## config.mk

```make
export PLATFORM = sky130hd
export DESIGN_NAME = wptr_full_ctrl
export DESIGN_NICKNAME = d
export VERILOG_FILES = /design/src/rtl/wptr_full_ctrl.sv
export SDC_FILE = /design/constraint.sdc
export NUM_CORES = 1
export LEC_CHECK = 0
export BUFFER_PORTS_ARGS = -buffer_cell sky130_fd_sc_hd__buf_2
export CORE_MARGIN = 5
export CORE_UTILIZATION = 35
export CTS_CLUSTER_SIZE = 30
export DETAILED_ROUTE_END_ITERATION = 12
export PLACE_DENSITY_LB_ADDON = 0.05
export SYNTH_ARGS = -nofsm -noshare
export SYNTH_HDL_FRONTEND = slang
export SYNTH_SLANG_ARGS = --single-unit
export TNS_END_PERCENT = 5
```

## constraint.sdc

```tcl
create_clock -name clk_in -period 3.7 [get_ports clk_in]
set_input_delay 0.74 -clock clk_in [delete_from_list [all_inputs] [get_ports clk_in]]
set_output_delay 0.74 -clock clk_in [all_outputs]
set_load 0.005 [all_outputs]
```

## src/rtl/wptr_full_ctrl.sv

```systemverilog
`default_nettype none
// +--------------------------------------------------------------------------+
// | wptr_full_ctrl : async-FIFO write pointer, full/almost-full, level, ovf  |
// | Rev 1.0                                                                  |
// +--------------------------------------------------------------------------+
module wptr_full_ctrl #(
  parameter int ADDR_WIDTH = 3,
  parameter int AF_MARGIN  = 1
) (
  input  logic                  clk_in,
  input  logic                  reset_in,
  input  logic                  wr_en_in,
  input  logic [ADDR_WIDTH:0]   rd_ptr_sync_in,
  input  logic                  overflow_clr_in,
  output logic [ADDR_WIDTH:0]   wr_ptr_out,
  output logic [ADDR_WIDTH-1:0] wr_addr_out,
  output logic                  mem_wr_en_out,
  output logic                  full_out,
  output logic                  almost_full_out,
  output logic [ADDR_WIDTH:0]   wr_level_out,
  output logic                  overflow_out
);

  localparam logic [ADDR_WIDTH:0] c_DEPTH     = {1'b1, {ADDR_WIDTH{1'b0}}};
  localparam logic [ADDR_WIDTH:0] c_AF_MARGIN = AF_MARGIN[ADDR_WIDTH:0];
  localparam logic [ADDR_WIDTH:0] c_AF_THRESH = c_DEPTH - c_AF_MARGIN;

  logic [ADDR_WIDTH:0] wr_ptr_q, wr_ptr_d;
  logic [ADDR_WIDTH:0] level_q, level_d;
  logic                full_q, full_d;
  logic                afull_q, afull_d;
  logic                ovf_q, ovf_d;
  logic                w_accept;
  logic [ADDR_WIDTH:0] w_level_next;

  always_comb begin
    // Gating with reset keeps the RAM quiet while both domains are held.
    w_accept     = wr_en_in & ~full_q & ~reset_in;
    wr_ptr_d     = wr_ptr_q + {{ADDR_WIDTH{1'b0}}, w_accept};
    w_level_next = wr_ptr_d - rd_ptr_sync_in;
    full_d       = (w_level_next >= c_DEPTH);
    level_d      = full_d ? c_DEPTH : w_level_next;
    afull_d      = (w_level_next >= c_AF_THRESH);
    if (wr_en_in && full_q) begin
      ovf_d = 1'b1;
    end else if (overflow_clr_in) begin
      ovf_d = 1'b0;
    end else begin
      ovf_d = ovf_q;
    end
  end

  always_ff @(posedge clk_in) begin
    if (reset_in) begin
      wr_ptr_q <= '0;
      level_q  <= '0;
      full_q   <= 1'b0;
      afull_q  <= 1'b0;
      ovf_q    <= 1'b0;
    end else begin
      wr_ptr_q <= wr_ptr_d;
      level_q  <= level_d;
      full_q   <= full_d;
      afull_q  <= afull_d;
      ovf_q    <= ovf_d;
    end
  end

  assign wr_ptr_out      = wr_ptr_q;
  assign wr_addr_out     = wr_ptr_q[ADDR_WIDTH-1:0];
  assign mem_wr_en_out   = w_accept;
  assign full_out        = full_q;
  assign almost_full_out = afull_q;
  assign wr_level_out    = level_q;
  assign overflow_out    = ovf_q;

endmodule
`default_nettype wire

```

Yosys cells after proc, flatten, opt, wreduce, memory -nomap -nowiden --
Cells that the tools add are included.
Operators by class: $add $sub $neg 2, magnitude comparators 2, multiplexer cells 3, bitwise gates (word level) 4, reduce and logical (&&, ||, !) cells 3
Operators with widths (count):
- adder 4 x 1 -> 4 bit | 1
- greater-or-equal comparator 4 x 3 -> 1 bit (second input constant) | 1
- greater-or-equal comparator 4 bit (second input constant) | 1
- 2-to-1 mux 4 bit | 1
- subtractor 4 bit | 1
- bitwise AND 1 bit | 2
- 2-to-1 mux 1 bit | 2
- inverter 1 bit | 2
- nonzero test 2 bit | 1
- OR reduction 2 bit | 1
- logical AND 1 bit | 1
Word-level totals: flip-flop bits (word level) 11, output and inout port bits 15, word-level logic and storage cells 20

Logic depth before layout (Yosys ltp) --
depth after elaboration 7, mapped depth 10, mapped depth without buffers 9

Worst setup path before layout --
OpenSTA, ideal clock, no wires.
path type input to register, from in reset_in, to reg level_q[1] (netlist: wr_level_out[1]), arrival time 2833 ps, required time 3583 ps, setup slack 750 ps, cell stages on the path 9, path through clkbuf_1 nor3b_1 ha_1 ha_1 ha_1 nor2b_1 o21a_2 or3b_1 and4b_1
On the way: cells in the longest elaborated chain, start to end 6
RTL lines:
- start, declared | line 11 | input logic reset_in,
- inverter 1 bit (*) | line 38 | w_accept = wr_en_in & ~full_q & ~reset_in;
- bitwise AND 1 bit (*) | line 38
- via mem_wr_en_out | line 17 | output logic mem_wr_en_out,
- adder 4 x 1 -> 4 bit (*) | line 39 | wr_ptr_d = wr_ptr_q + {{ADDR_WIDTH{1'b0}}, w_accept};
- via wr_ptr_d[1] | line 28 | logic [ADDR_WIDTH:0] wr_ptr_q, wr_ptr_d;
- subtractor 4 bit (*) | line 40 | w_level_next = wr_ptr_d - rd_ptr_sync_in;
- greater-or-equal comparator 4 bit | line 41 | full_d = (w_level_next >= c_DEPTH);
- OR reduction 2 bit (no line)
- end signal, assigned | line 62 | level_q <= level_d;
- end, declared | line 29 | logic [ADDR_WIDTH:0] level_q, level_d;
Mark *: on every way through the listed nets, which the timed path passes. The rest lies on a longest branch. A chain may end at the register's enable or synchronous reset.

Worst setup path after layout --
from in reset_in, to reg level_q[1] (netlist: wr_level_out[1])
On the way: cells in the longest elaborated chain, start to end 6
RTL lines (line):
- inverter 1 bit (*) | 38
- bitwise AND 1 bit (*) | 38
- adder 4 x 1 -> 4 bit (*) | 39
- via wr_ptr_d[1] | 28
- subtractor 4 bit (*) | 40
- greater-or-equal comparator 4 bit | 41
- OR reduction 2 bit (no line)
Marks and branches as above.

==> run_results.csv <==
group,metric,value,unit
sta,skew,4.23,ps
global_routing,gr-usage-met2,11.7,%
cts,cts_setup_buffers,0,
worst_setup_path,required,3850,ps
pwr,power_switching,0.0575,mW
placement,io_buffers,22,
sta,fmax,364,MHz
cts,cts_tree,"yes",
hold_path,whs_endpoint,"overflow_out",
layout,layout-drive-gt1-share,40.8,%
pwr,irDropWorstVdd,0.221,mV
synthesis,netlist_area,522,um2
worst_setup_path,reg2reg_slack,1260,ps
pwr,finalPower,0.255,mW
synthesis,syn_nets,64,
layout,finalNonFillerCells,87,
floorplan,core_area,0.00145,mm2
global_routing,grt-ovfl-total,0,
drt,drt_wl_total,931,um
drt,dr.pass1.iters,3,
layout,layout.nets,86,
sta,hold_violations,0,
drt,postRouteAntennaNets,0,
floorplan,row_count,14,
global_routing,grt_pass1_wl,1650,um
pwr,leakagePower,0.358,nW
global_routing,grt.busiest_layer,"met2",
global_routing,grtUsageMet1,10.7,%
hold_path,min-delay-start,"overflow_out",
sta,drv_slew,0,
hold_path,hold_class,"register to register",
placement,gp_congestion,0.622,
sta,min_period,2750,ps
pwr,internal_power,0.197,mW
sta,post-route-period-util,74.3,%
floorplan,ios,23,
pwr,p_sw_share,22.6,%
cts,cts-root-buf,"clkbuf_4",
worst_setup_path,cp_slowest_stage_delay,400,ps
drt,drc,0,
drt,drt-vias-per-instance,4.55,
placement,hpwlAfterDp,793,um
synthesis,yosysUniqueCellTypes,25,
worst_setup_path,crit_buf_inv,1,
cts,worst_setup_hold_path_clk_slew,60,ps
synthesis,synth_area_leaders,"dfxtp_1 38%, ha_1 12%, buf_4 5.8%, xnor3_1 4.3%, fa_1 3.8%",
cts,cts-hold-fix-buffers,0,
drt,routed-via-count,396,
global_routing,grt_usage,8.96,%
layout,antenna_cells,0,
pwr,pwr-share-seq,45.9,%
outcome,status,"finished clean",
worst_setup_path,worst_setup_path_end_kind,"register",
pwr,clkPwrFrac,36.6,%
floorplan,fp.dieW,48.6,um
worst_setup_path,worst_r2r_path_depth,8,
sta,tightest_slew,249,ps
cts,cts.sinks,10,
sta,grt_setup_unrepaired,"false",
cts,max-clock-path-buffers,2,
worst_setup_path,critPathLaunchType,"input pin",
cts,cts.htree.levels,1,
synthesis,ys_ff_latch,10,
synthesis,ys_seq_area_share,38.4,%
floorplan,start_util,35.9,%
worst_setup_path,cp_max_fo,11,
drt,wire_per_inst,10.7,um
cts,cts_buffers,3,
placement,place_inst,83,
pwr,pwr-share-comb,17.5,%
worst_setup_path,rr_endpoint,"wr_level_out[1]",
layout,syn2layout_area_growth,25.4,%
synthesis,synth.avg_cell_area,10.4,um2
floorplan,dieArea,0.00236,mm2
synthesis,yosysWarnings,0,
hold_path,hold_depth,2,
worst_setup_path,crit_slowest_cell,"or3b_1",
worst_setup_path,crit_chain,"buf_2, nor3b_1, ha_1, ha_1, ha_1, nor2b_1, o21a_2, or3b_1, and4b_1",
global_routing,antenna_found_initial,0,
pwr,power_density,390,mW/mm2
worst_setup_path,cpMostUsedCell,"ha_1",
job,drv_cap,0,
sta,slew_headroom,83.2,%
worst_setup_path,path_class,"input pin to register",
global_routing,grt_pass1_vias,388,
synthesis,yosysTopAreaCell,"dfxtp_1",
worst_setup_path,arrival,2900,ps
sta,setup_viol,0,
floorplan,die_y,48.6,um
sta,fin_setup_tns,0,ps
worst_setup_path,cp_top_family,"simple AND/OR/NAND/NOR gates",
synthesis,netlist_instances,50,
cts,worstSkewPairLatency,260,ps
cts,cts_resized,0,
worst_setup_path,r2r_start,"wr_level_out[3]",
drt,drt_iter0_drc,2,
global_routing,grt_max_degree,12,
global_routing,met3_usage,4.91,%
synthesis,yosysTopAreaCellShare,38.4,%
sequential cells by signal, indices dropped and copies added, names as in the netlist:
name and count:
wr_level_out 4, overflow_out 1, almost_full_out 1, wr_ptr_out 4
cells in the mapped netlist, drive strengths merged:
library cell and number:
nor3b 1, xnor2 2, nor2 2, xor2 1
inv 4, ha 5, o21bai 1, nand2 1
a21oi 2, o21ai 1, and4b 1, buf 4
fa 1, dfxtp 10, o21a 1, clkbuf 1
xnor3 1, nor2b 3, or3b 2, a211oi 2
and3 1, or3 1, nand2b 1, a31oi 1
power by group through the flow:
stage          logic, mW  clock network [mW]  registers [mW]
5_1_grt           0.0509               0.105           0.118
3_3_place_gp      0.0458                   0           0.119
2_1_floorplan     0.0286                   0           0.121
3_5_place_dp      0.0450                   0           0.120
4_1_cts           0.0453              0.0969           0.117
6_report          0.0445              0.0934           0.117
worst max path at each step:
stage                   from              end  slack, ps  cells after the start
floorplan           reset_in  wr_level_out[1]        750                      9
global placement    reset_in  wr_level_out[2]        670                      9
detailed placement  reset_in  wr_level_out[1]        680                      9
CTS                 reset_in  wr_level_out[0]        950                      9
global route        reset_in  wr_level_out[2]        820                      9
finish              reset_in  wr_level_out[1]        950                      9
worst reg2reg max path: cells and delay by family, from the launching register on:
| family | cells | cell delay [ps] |
|---|---|---|
| adders and majority gates | 3 | 790 |
| AOI/OAI and AO/OA | 1 | 210 |
| DFF | 1 | 330 |
| and+or+nand+nor | 4 | 1010 |
placed cells by master (no fill, tap or decap), drive strengths merged, types with 2 or more instances in the layout:
cell type  synthesis  routed
or3b               2       2
a211oi             2       2
ha                 5       5
dfxtp             10      10
nor2b              3       3
nor2               2       2
buf                4      22
xnor2              2       2
clkbuf             1       4
inv                4       4
a21oi              2       2
cells by family after synthesis:
kind of cell	Yosys count	share of synthesized area (%)
and+or+nand+nor	13	17.0
AOI/OAI and AO/OA	8	10.1
DFF	10	38.4
xor gates and xnor gates	4	9.35
buffers and inverters	9	9.35
adders and majority gates	6	15.8
cell type report:
class                   instances  area, um2
clock buffers                   4       36.3
flip-flops and latches         10        200
fillers                       154        800
well taps                      16       20.0
repair buffers                 22        110
inverters                       4       15.0
multi-input cells              31        273
routing by layer:
layer | routed length (um) | part of all wire (%)
met1 | 423 | 45
met5 | 0 | 0
met2 | 382 | 41
met4 | 18 | 1.9
met3 | 107 | 11
through the flow:
| stage | worst slack [ps] | cell area, um2 | hold slack, ps | util [%] |
|---|---|---|---|---|
| after floorplan | 750 | 522 | 461 | - |
| after global placement | 665 | 618 | 479 | 42.5 |
| after detailed placement | 678 | 618 | 463 | 42.5 |
| after CTS | 951 | 654 | 474 | 45.0 |
| after global routing | 819 | 654 | 477 | 45.0 |
| final | 951 | 654 | 472 | 45.0 |
No activity file was read; power rests on OpenSTA's default activity.
